$ cat src/rtl/serial_to_bus_26.sv
// -----------------------------------------------------------------------------
// serial_to_bus_26
//
// Purpose:
//   Packs a stream of WIDTH-bit words into one 26-lane bus frame and hands the
//   frame downstream. Lane 0 sits in the least-significant slice of the bus.
//   A frame ends after lane 25 is written, or earlier when in_last arrives. A
//   frame that ends early is flagged with bus_short, and its unwritten lanes
//   read as zero.
//
// Ports:
//   clk        in   1          system clock, rising edge
//   rst_n      in   1          asynchronous active-low reset
//   in_data    in   WIDTH      stream word
//   in_valid   in   1          in_data is valid
//   in_last    in   1          word ends the frame (qualified by in_valid)
//   in_ready   out  1          block can accept a word (high in FILL)
//   bus_out    out  WIDTH*26   packed frame, lane k at [(k+1)*WIDTH-1 : k*WIDTH]
//   bus_valid  out  1          bus_out holds a complete frame (high in OUT)
//   bus_ready  in   1          consumer accepts the frame
//   bus_short  out  1          frame was ended by in_last before lane 25
//   lane_idx   out  5          next lane to be written (holds the last lane in OUT)
// -----------------------------------------------------------------------------
module serial_to_bus_26 #(
  parameter int WIDTH = 16
) (
  input  logic                  clk,
  input  logic                  rst_n,
  input  logic [WIDTH-1:0]      in_data,
  input  logic                  in_valid,
  input  logic                  in_last,
  output logic                  in_ready,
  output logic [WIDTH*26-1:0]   bus_out,
  output logic                  bus_valid,
  input  logic                  bus_ready,
  output logic                  bus_short,
  output logic [4:0]            lane_idx
);

  localparam int         LANES     = 26;
  localparam logic [4:0] LAST_LANE = 5'd25;

  typedef enum logic {
    FILL = 1'b0,
    OUT  = 1'b1
  } state_t;

  state_t             state_q, state_d;
  logic [4:0]         lane_idx_q, lane_idx_d;
  logic               short_q, short_d;
  logic               in_ready_q, in_ready_d;
  logic               bus_valid_q, bus_valid_d;

  logic               accept;
  logic               end_frame;
  logic               handshake;

  logic [WIDTH-1:0]   lane_q [LANES];
  logic [LANES-1:0]   lane_wr;

  // ---------------------------------------------------------------------------
  // Handshake decode. Acceptance is keyed on the state register; in_ready_q
  // is a registered copy of the same decode, so the two always agree.
  // ---------------------------------------------------------------------------
  always_comb begin
    accept    = (state_q == FILL) && in_valid;
    end_frame = accept && (in_last || (lane_idx_q == LAST_LANE));
    handshake = (state_q == OUT) && bus_ready;
  end

  // ---------------------------------------------------------------------------
  // Next-state and status logic.
  // ---------------------------------------------------------------------------
  always_comb begin
    state_d    = state_q;
    lane_idx_d = lane_idx_q;
    short_d    = short_q;

    unique case (state_q)
      FILL: begin
        if (end_frame) begin
          // lane_idx is not advanced on the closing word, so it still points
          // at the last lane written while the frame is presented.
          state_d = OUT;
          short_d = (lane_idx_q != LAST_LANE);
        end else if (accept) begin
          lane_idx_d = lane_idx_q + 5'd1;
        end
      end
      OUT: begin
        if (handshake) begin
          state_d    = FILL;
          lane_idx_d = 5'd0;
          short_d    = 1'b0;
        end
      end
      default: begin
        state_d = FILL;
      end
    endcase

    // The flow-control outputs are registered images of the next state. They
    // never depend combinationally on in_valid or bus_ready at the ports.
    in_ready_d  = (state_d == FILL);
    bus_valid_d = (state_d == OUT);
  end

  always_ff @(posedge clk or negedge rst_n) begin
    if (!rst_n) begin
      state_q     <= FILL;
      lane_idx_q  <= 5'd0;
      short_q     <= 1'b0;
      in_ready_q  <= 1'b1;
      bus_valid_q <= 1'b0;
    end else begin
      state_q     <= state_d;
      lane_idx_q  <= lane_idx_d;
      short_q     <= short_d;
      in_ready_q  <= in_ready_d;
      bus_valid_q <= bus_valid_d;
    end
  end

  // ---------------------------------------------------------------------------
  // Lane storage. Each lane has its own write enable. Every lane is cleared at
  // the output handshake so that a short frame that follows reads zero in its
  // unwritten lanes.
  // ---------------------------------------------------------------------------
  generate
    for (genvar gi = 0; gi < LANES; gi++) begin : g_lane
      assign lane_wr[gi] = accept && (lane_idx_q == 5'(gi));

      always_ff @(posedge clk or negedge rst_n) begin
        if (!rst_n) begin
          lane_q[gi] <= '0;
        end else if (handshake) begin
          lane_q[gi] <= '0;
        end else if (lane_wr[gi]) begin
          lane_q[gi] <= in_data;
        end
      end

      assign bus_out[gi*WIDTH +: WIDTH] = lane_q[gi];
    end
  endgenerate

  assign in_ready  = in_ready_q;
  assign bus_valid = bus_valid_q;
  assign bus_short = short_q;
  assign lane_idx  = lane_idx_q;

endmodule

$ cat config.mk
export PLATFORM = sky130hd
export DESIGN_NAME = serial_to_bus_26
export DESIGN_NICKNAME = d
export VERILOG_FILES = /design/src/rtl/serial_to_bus_26.sv
export SDC_FILE = /design/constraint.sdc
export NUM_CORES = 1
export LEC_CHECK = 0
export BUFFER_PORTS_ARGS = -buffer_cell sky130_fd_sc_hd__buf_4
export CAP_MARGIN = 20
export CORE_MARGIN = 2
export CORE_UTILIZATION = 30
export CTS_BUF_LIST = sky130_fd_sc_hd__clkbuf_4
export DETAILED_ROUTE_END_ITERATION = 8
export SYNTH_ARGS = -nofsm -noshare
export SYNTH_HDL_FRONTEND = slang
export SYNTH_SLANG_ARGS = --single-unit
$ cat constraint.sdc
create_clock -name clk -period 5.8 [get_ports clk]
set_input_delay 0.58 -clock clk [delete_from_list [all_inputs] [get_ports clk]]
set_output_delay 0.58 -clock clk [all_outputs]
set_load 0.03 [all_outputs]
# ---- Yosys cells after proc, flatten, opt, wreduce, memory -nomap -nowiden
# Index checks and enable logic that the tools add are counted.
# W data, S select, Z words.
dict set report totals {
  memories 0
  output_inout_bits 424
  ram_bits 0
  wordCells 184
  latch_bits 0
  romBits 0
  register_bits 424
}
dict set report op_classes {
  shift 0
  n_lt_le_gt_ge 0
  muxes 62
  mul 0
  add_sub_neg 1
  n_reduce_logical 59
  n_bitwise 2
  n_eq_ne 30
  div_mod_pow 0
}
# operator count
set ops {}
lappend ops {{$mux W16} 52}
lappend ops {{$reduce_bool A2 Y1} 26}
lappend ops {{$eq A5 B5 Y1 const B} 10}
lappend ops {{$eq A5 B4 Y1 const B} 8}
lappend ops {{$logic_and A1 B1 Y1} 29}
lappend ops {{$eq A5 B3 Y1 const B} 4}
lappend ops {{$mux W5} 3}
lappend ops {{$eq A5 B2 Y1 const B} 2}
lappend ops {{$pmux W5 S2} 1}
lappend ops {{$ne A2 B2 Y1 const B} 3}
lappend ops {{$add A5 B1 Y5 const B} 1}
lappend ops {{$eq A5 B1 Y1 const B} 1}
lappend ops {{$logic_not A5 Y1} 1}
lappend ops {{$ne A5 B5 Y1 const B} 1}
lappend ops {{$mux W1} 4}
lappend ops {{$pmux W1 S2} 2}
lappend ops {{$reduce_and A3 Y1} 1}
lappend ops {{$ne A2 B1 Y1 const B} 1}
lappend ops {{$not A1 Y1} 2}
lappend ops {{$reduce_and A2 Y1} 1}
lappend ops {{$logic_or A1 B1 Y1} 1}

# ---- Logic depth before layout (Yosys ltp)
# Gate-level depths: netlist of run 1.
dict set report depth {
  depth_word 6
  mapped_depth 8
  ltp_nobuf 6
}

# ---- Worst setup path before layout of run 1
# OpenSTA, ideal clock, no wires.
dict set report synth_timing {
  path_type {register to register}
  startpoint {register lane_idx_q[0], in the netlist lane_idx[0]}
  endpoint {register lane_q, in the netlist bus_out[246]}
  arrival_ps 1971
  n_path_buf 2
  stages_incl_launch_ff 9
  setup_slack_ps 3751
  setup_ps 77
  path_cell_list {dfrtp_1 ha_1 and3_1 ha_1 and3b_1 clkbuf_1 clkbuf_1 nand2_1 a21oi_1}
}
dict set report synth_via {
  elab_chain_len 3
}
# element line
set synth_lines {}
lappend synth_lines {{from (decl)} 49} ;# logic [4:0] lane_idx_q, lane_idx_d;
lappend synth_lines {{from (signal assigned)} 117} ;# lane_idx_q <= lane_idx_d;
lappend synth_lines {{$eq A5 B4 Y1} 131} ;# assign lane_wr[gi] = accept && (lane_idx_q == 5'(gi));
lappend synth_lines {{$logic_and A1 B1 Y1} 131}
lappend synth_lines {{$reduce_bool A2 Y1 (no source line)} n/a}
lappend synth_lines {{to (signal, indexed assignment)} 139} ;# lane_q[gi] <= in_data;
lappend synth_lines {{to (decl)} 58} ;# logic [WIDTH-1:0] lane_q [LANES];
# Every way passes these cells.
# A chain may end at the register's enable or synchronous reset.

# ---- Final worst setup path of run 1
dict set report layout_timing {
  startpoint {register lane_idx_q[2], in the netlist lane_idx[2]}
  endpoint {register lane_q, in the netlist bus_out[19]}
}
dict set report layout_via {
  elab_chain_len 3
}
# element line
set layout_lines {}
lappend layout_lines {{$eq A5 B1 Y1} 131}
lappend layout_lines {{$logic_and A1 B1 Y1} 131}
lappend layout_lines {{$reduce_bool A2 Y1 (no source line)} n/a}
# Every way passes these cells.

==> summary.txt, run 1 <==
Logic synthesis
  • Synthesized area: 0.0187 mm²
  • Count leader, synth: dfrtp_1
  • Most common library cells after synthesis: dfrtp_1 (423), a21oi_1 (418), nand3_1 (401)
  • Number of flops mapped to enable cells by yosys: 0
  • Synth area leaders: dfrtp_1 (57%), a21oi_1 (11%), nand3_1 (11%)
  • Synth area leader: dfrtp_1
  • Mapped Cells: 2013
  • Mapped Nets: 2039
  • Count of cell types in the netlist: 35
  • Ys Warns: 0
  • Post-synth ARST share: 100%
  • Yosys top cell area share: 56.6%
  • Seq cells post-synth: 424
  • Register area share after synthesis: 56.8%
  • Avg Inst Size Synth: 9.29 µm²
  • Main synth FF type: dfrtp_1

Die
  • Die Width: 254 µm
  • Core area: 0.0617 mm²
  • Io pins: 445
  • Standard-cell rows: 91
  • DIE AREA: 0.0643 mm²
  • Die Height: 254 µm
  • Starting Density: 30.3%

Timing
  • F_max: 373 MHz
  • Max-slew headroom: 20.7%
  • Final setup skew: 0.0474 ns
  • Final period utilization: 46.2%
  • RSZ-0062 raised after global routing: no
  • Max Slew Vio Count: 0
  • Endpoints failing setup: 0
  • Final hold vios: 0
  • Setup TNS: 0 ns
  • Final min period: 2.68 ns
  • Worst-Margin Slew: 1.19 ns

Global routing
  • Largest net degree at the start of global routing: 193
  • Total grt overflow: 0
  • First-pass GRT wire length: 113 mm
  • Number of global-route vias before repair: 17200
  • Total Routing Usage GR: 23.2%
  • Initial antenna violation count: 1

Drt
  • Routed len/inst: 23.6 µm
  • Remaining DRCs: 0
  • DR iter-0 viols: 2015
  • ANT nets after route: 0
  • DR pass1 iterations: 5
  • Final wirelength: 76.8 mm
  • Routed vias: 17900
  • Routed via count divided by cell count: 5.51

Setup path
  • Crit-path leading delay family: simple AND/OR/NAND/NOR gates
  • CP Class: reg2reg
  • Data required time of the worst path: 6.55 ns
  • CP max FO: 71
  • Slowest Stage Delay on Critical Path: 0.74 ns
  • Worst EP arrival: 3.43 ns
  • Startpoint Class: flip-flop
  • Crit path max-delay cell type: buf_4
  • CP Cell Sequence: nor2_4, buf_4, nand3_1, a21oi_1
  • WP buf/inv: 1
  • CP Capture Type: flip-flop

Status
  • Outcome: finished clean

Clock tree
  • Clock sink count: 424
  • TritonCTS clock tree: yes
  • H-tree depth: 3
  • Worst-path clk slew: 0.06 ns
  • TritonCTS buffer count: 115
  • Clock Path Buffers: 3
  • Clock latency on the worst-skew pair: 0.88 ns
  • Root buffer selected by CTS: clkbuf_4

Power and ir drop
  • VDD IR max: 0.177 mV
  • Leak pwr: 10.7 nW
  • Pwr per Cell Area: 359 mW/mm²

Layout
  • Final instance area: 0.0237 mm²
  • Filler cells: 6287
  • Final net count: 2354
  • Layout cell share with drive strength beyond 1: 27.9%
  • Area delta synth->final: 26.6%

Min path
  • Hold Path Class: in2reg

Placement
  • Final RePlAce weighted congestion: 0.790
  • DP HPWL: 43.4 mm
  • Port Buffers: 444
  • Placed cell areas: 0.0221 mm²

Run
  • Max Cap Violations: 0
==> repair_timing <==
action                    4_1_cts  5_1_grt
gates resized for setup         0        0
hold buffers                    4        0
setup buffers                   0        0
hold endpoints to repair       78        0
==> flip-flops by register name, indices dropped and copies added, names as in the netlist <==
register	flops
lane_idx	5
in_ready	1
bus_short	1
bus_out	416
bus_valid	1
==> placed cells by master (no fill, tap or decap), types with 2 or more instances in the layout <==
cell type and count:
mux2i_1 4, o21ai_1 57, and4b_2 2, bufinv_16 3
buf_16 3, buf_8 2, ha_1 5, nand2b_4 2
dlygate4sd3_1 4, clkinv_1 21, dfrtp_1 423, buf_12 6
inv_1 5, and2_1 3, inv_6 2, clkinv_2 5
and4bb_2 5, a21oi_1 418, clkbuf_4 165, o21ai_0 343
and3_1 2, nand2_1 41, nand4b_1 3, nand4bb_4 3
nand3_1 401, nor2b_4 2, buf_4 460
==> stage by stage <==
stage                     setup WS, ns  util [%]  hold WS [ns]  power (mW)  instances
after floorplan                   3.75         -         0.284        4.81       2013
after global routing              2.95      38.4        0.0979        8.87       3247
final                             3.12      38.4         0.165        8.49       3247
after detailed placement          3.19      35.8         0.525        5.75       3042
after global placement            3.08      35.7         0.517        5.70       3039
after CTS                         3.01      38.3        0.0449        8.54       3244
==> tightest hold or removal path, cell delays in order <==
cell     delay (ns)
buf_4          0.25
nand3_1        0.12
a21oi_1        0.06
==> routing by layer <==
layer,global-route usage (%),routed length (µm),share of wire [%]
met5,0,0,0
met4,9.16,2360,3.1
met3,7.32,8150,11
met2,35.7,35600,46
met1,30.3,30700,40
==> area by class of cell <==
class                      instances  area, µm²  area share [%]
sequential                       424      10600            44.8
multi-input combinational       1307       6800            28.7
timing repair buffer             475       3730            15.7
clock buffer                     165       1240            5.23
tap                              837       1050            4.42
clock inverter                    33        228           0.962
inverter                           5       18.8          0.0793
antenna                            1       2.50          0.0106
==> power breakdown <==
| part | total (mW) | internal [mW] | switching [mW] |
|---|---|---|---|
| Clock | 2.76 | 1.43 | 1.33 |
| Sequential | 3.40 | 3.21 | 0.181 |
| Combinational | 2.33 | 0.609 | 1.72 |
==> kinds of logic after synthesis <==
group | count (synthesis) | share of synthesized area [%]
compound gates | 821 | 22.0
flops | 424 | 56.8
mux | 4 | 0.214
fa+ha+maj | 5 | 0.335
buf+inv | 282 | 7.39
simple gates | 477 | 13.3
==> path summary, 6_finish.rpt <==
| check | startpoint | to | slack [ns] | depth (start not counted) |
|---|---|---|---|---|
| max in group asynchronous | rst_n | bus_out[249]$_DFFE_PN0P_ | 4.18 | 3 |
| setup reg to reg | lane_idx[2]$_DFFE_PN0P_ | bus_out[19]$_DFFE_PN0P_ | 3.12 | 4 |
| setup / recovery | lane_idx[2]$_DFFE_PN0P_ | bus_out[19]$_DFFE_PN0P_ | 3.12 | 4 |
| hold reg to reg | bus_out[249]$_DFFE_PN0P_ | bus_out[249]$_DFFE_PN0P_ | 0.53 | 2 |
| hold / removal | in_data[15] | bus_out[303]$_DFFE_PN0P_ | 0.17 | 3 |
| min in group asynchronous | rst_n | bus_out[361]$_DFFE_PN0P_ | 0.28 | 2 |
(Power assumes the default switching activity.)
==> run 2, diff against run 1 <==
clock period = 2.3 ns   (was 5.8 ns; I/O delays follow)
==> summary.txt, run 2 (synthesis results as in run 1) <==
Drt
  • Final wirelength: 78.3 mm
  • ANT nets after route: 0
  • Routed vias: 18300
  • DR iter-0 viols: 2010
  • DR pass1 iterations: 6
  • Routed len/inst: 23.6 µm
  • Routed via count divided by cell count: 5.51
  • Remaining DRCs: 0

Power and ir drop
  • VDD IR max: 0.388 mV
  • Pwr per Cell Area: 897 mW/mm²
  • Total power: 22.0 mW
  • Leak pwr: 11.2 nW

Layout
  • Area delta synth->final: 31.4%
  • Layout cell share with drive strength beyond 1: 29.5%
  • Most frequent cells in the layout: buf_4 (477), dfrtp_1 (422), a21oi_1 (417)
  • Number of flip-flops under the largest register name: 416
  • Post-Layout Cell Count: 3319
  • Final cell utilization of the core: 39.8%
  • Seq. cell area: 0.0106 mm²
  • Final net count: 2413
  • Multi-input gate area: 0.00680 mm²
  • Final instance area: 0.0246 mm²
  • Filler cells: 6197
  • Most common cell after layout, fill and taps aside: buf_4

Global routing
  • Number of global-route vias before repair: 17600
  • First-pass GRT wire length: 114 mm
  • Total Routing Usage GR: 23.6%
  • Initial antenna violation count: 2
  • Total grt overflow: 0
  • Largest net degree at the start of global routing: 97

Timing
  • Final period utilization: 93.5%
  • Setup TNS: 0 ns
  • Max-slew headroom: 51.4%
  • Final worst slack: 0.148 ns
  • Worst-Margin Slew: 0.729 ns
  • Max Slew Vio Count: 0
  • Final hold vios: 0
  • Final min period: 2.15 ns
  • F_max: 465 MHz
  • Final setup skew: 0.0934 ns
  • Endpoints failing setup: 0
  • RSZ-0062 raised after global routing: no
  • Hold Worst Slack: 0.131 ns

Setup path
  • Data required time of the worst path: 2.07 ns
  • Worst EP arrival: 1.92 ns
  • CP Capture Type: primary output
  • CP max FO: 8
  • CP Class: reg2out
  • Startpoint Class: flip-flop

Clock tree
  • Clock latency on the worst-skew pair: 0.88 ns
  • TritonCTS clock tree: yes
  • Worst-path clk slew: 0.07 ns
  • TritonCTS buffer count: 115
  • Clock sink count: 424
  • Clock Path Buffers: 3
  • Root buffer selected by CTS: clkbuf_4
  • H-tree depth: 3

Die
  • Standard-cell rows: 91
  • Die Height: 254 µm
  • Core area: 0.0617 mm²
  • Io pins: 445
  • Starting Density: 30.3%
  • DIE AREA: 0.0643 mm²
  • Die Width: 254 µm

Placement
  • Placed cell areas: 0.0227 mm²
  • DP HPWL: 45.3 mm
  • Dpl cells: 3084
  • Final RePlAce weighted congestion: 0.779
  • Port Buffers: 444
  • Place WS: 0.332 ns

Status
  • Outcome: finished clean

Run
  • Max Cap Violations: 0

Min path
  • Hold Path Class: in2async
==> run 2: worst paths after layout <==
kind	end	slack, ns	from	depth (start not counted)
setup / recovery	lane_idx[2]	0.15	lane_idx[2]$_DFFE_PN0P_	3
min in group clk	bus_valid$_DFF_PN0_	0.35	bus_ready	4
hold reg to reg	bus_out[254]$_DFFE_PN0P_	0.52	bus_out[254]$_DFFE_PN0P_	2
setup reg to reg	in_ready$_DFF_PN1_	0.17	lane_idx[1]$_DFFE_PN0P_	7
hold / removal	lane_idx[1]$_DFFE_PN0P_	0.13	rst_n	3
max in group asynchronous	bus_out[139]$_DFFE_PN0P_	1.69	rst_n	3
==> run 2: layout make-up <==
cell class | count | share of cell area [%]
Antenna cell | 3 | 0.0306
Clock buffer | 185 | 5.65
Clock inverter | 24 | 0.733
Inverter | 5 | 0.0764
Multi-Input combinational cell | 1307 | 27.7
Sequential cell | 424 | 43.2
Tap cell | 837 | 4.26
Timing Repair Buffer | 534 | 18.3
==> run 2: what timing repair did <==
action / 4_1_cts / 5_1_grt
cloned: 0 / 0
buffers inserted: 0 / 0
endpoints found under the hold margin: 848 / 0
setup endpoints to repair: 1 / 1
hold buffers: 23 / 0
gates resized for setup: 1 / 1
==> run 2: where the power goes <==
| group | switching, mW | internal (mW) | total, mW |
|---|---|---|---|
| clock | 3.30 | 3.95 | 7.25 |
| combinational | 4.47 | 1.77 | 6.23 |
| sequential | 0.436 | 8.11 | 8.54 |
==> run 2: per-layer routing <==
layer / up-vias / track usage, % / share of wire (%)
met4: 0 / 9.29 / 2.9
met3: 153 / 6.75 / 11
li1: 7955 / - / -
met1: 9071 / 31.1 / 40
met5: - / 0 / 0
met2: 1116 / 36.6 / 47
==> run 2: worst max-delay path: stages (launching register included) <==
cell	delay [ns]
dfrtp_2	0.43
buf_4	0.19
buf_4	0.20
buf_4	0.22
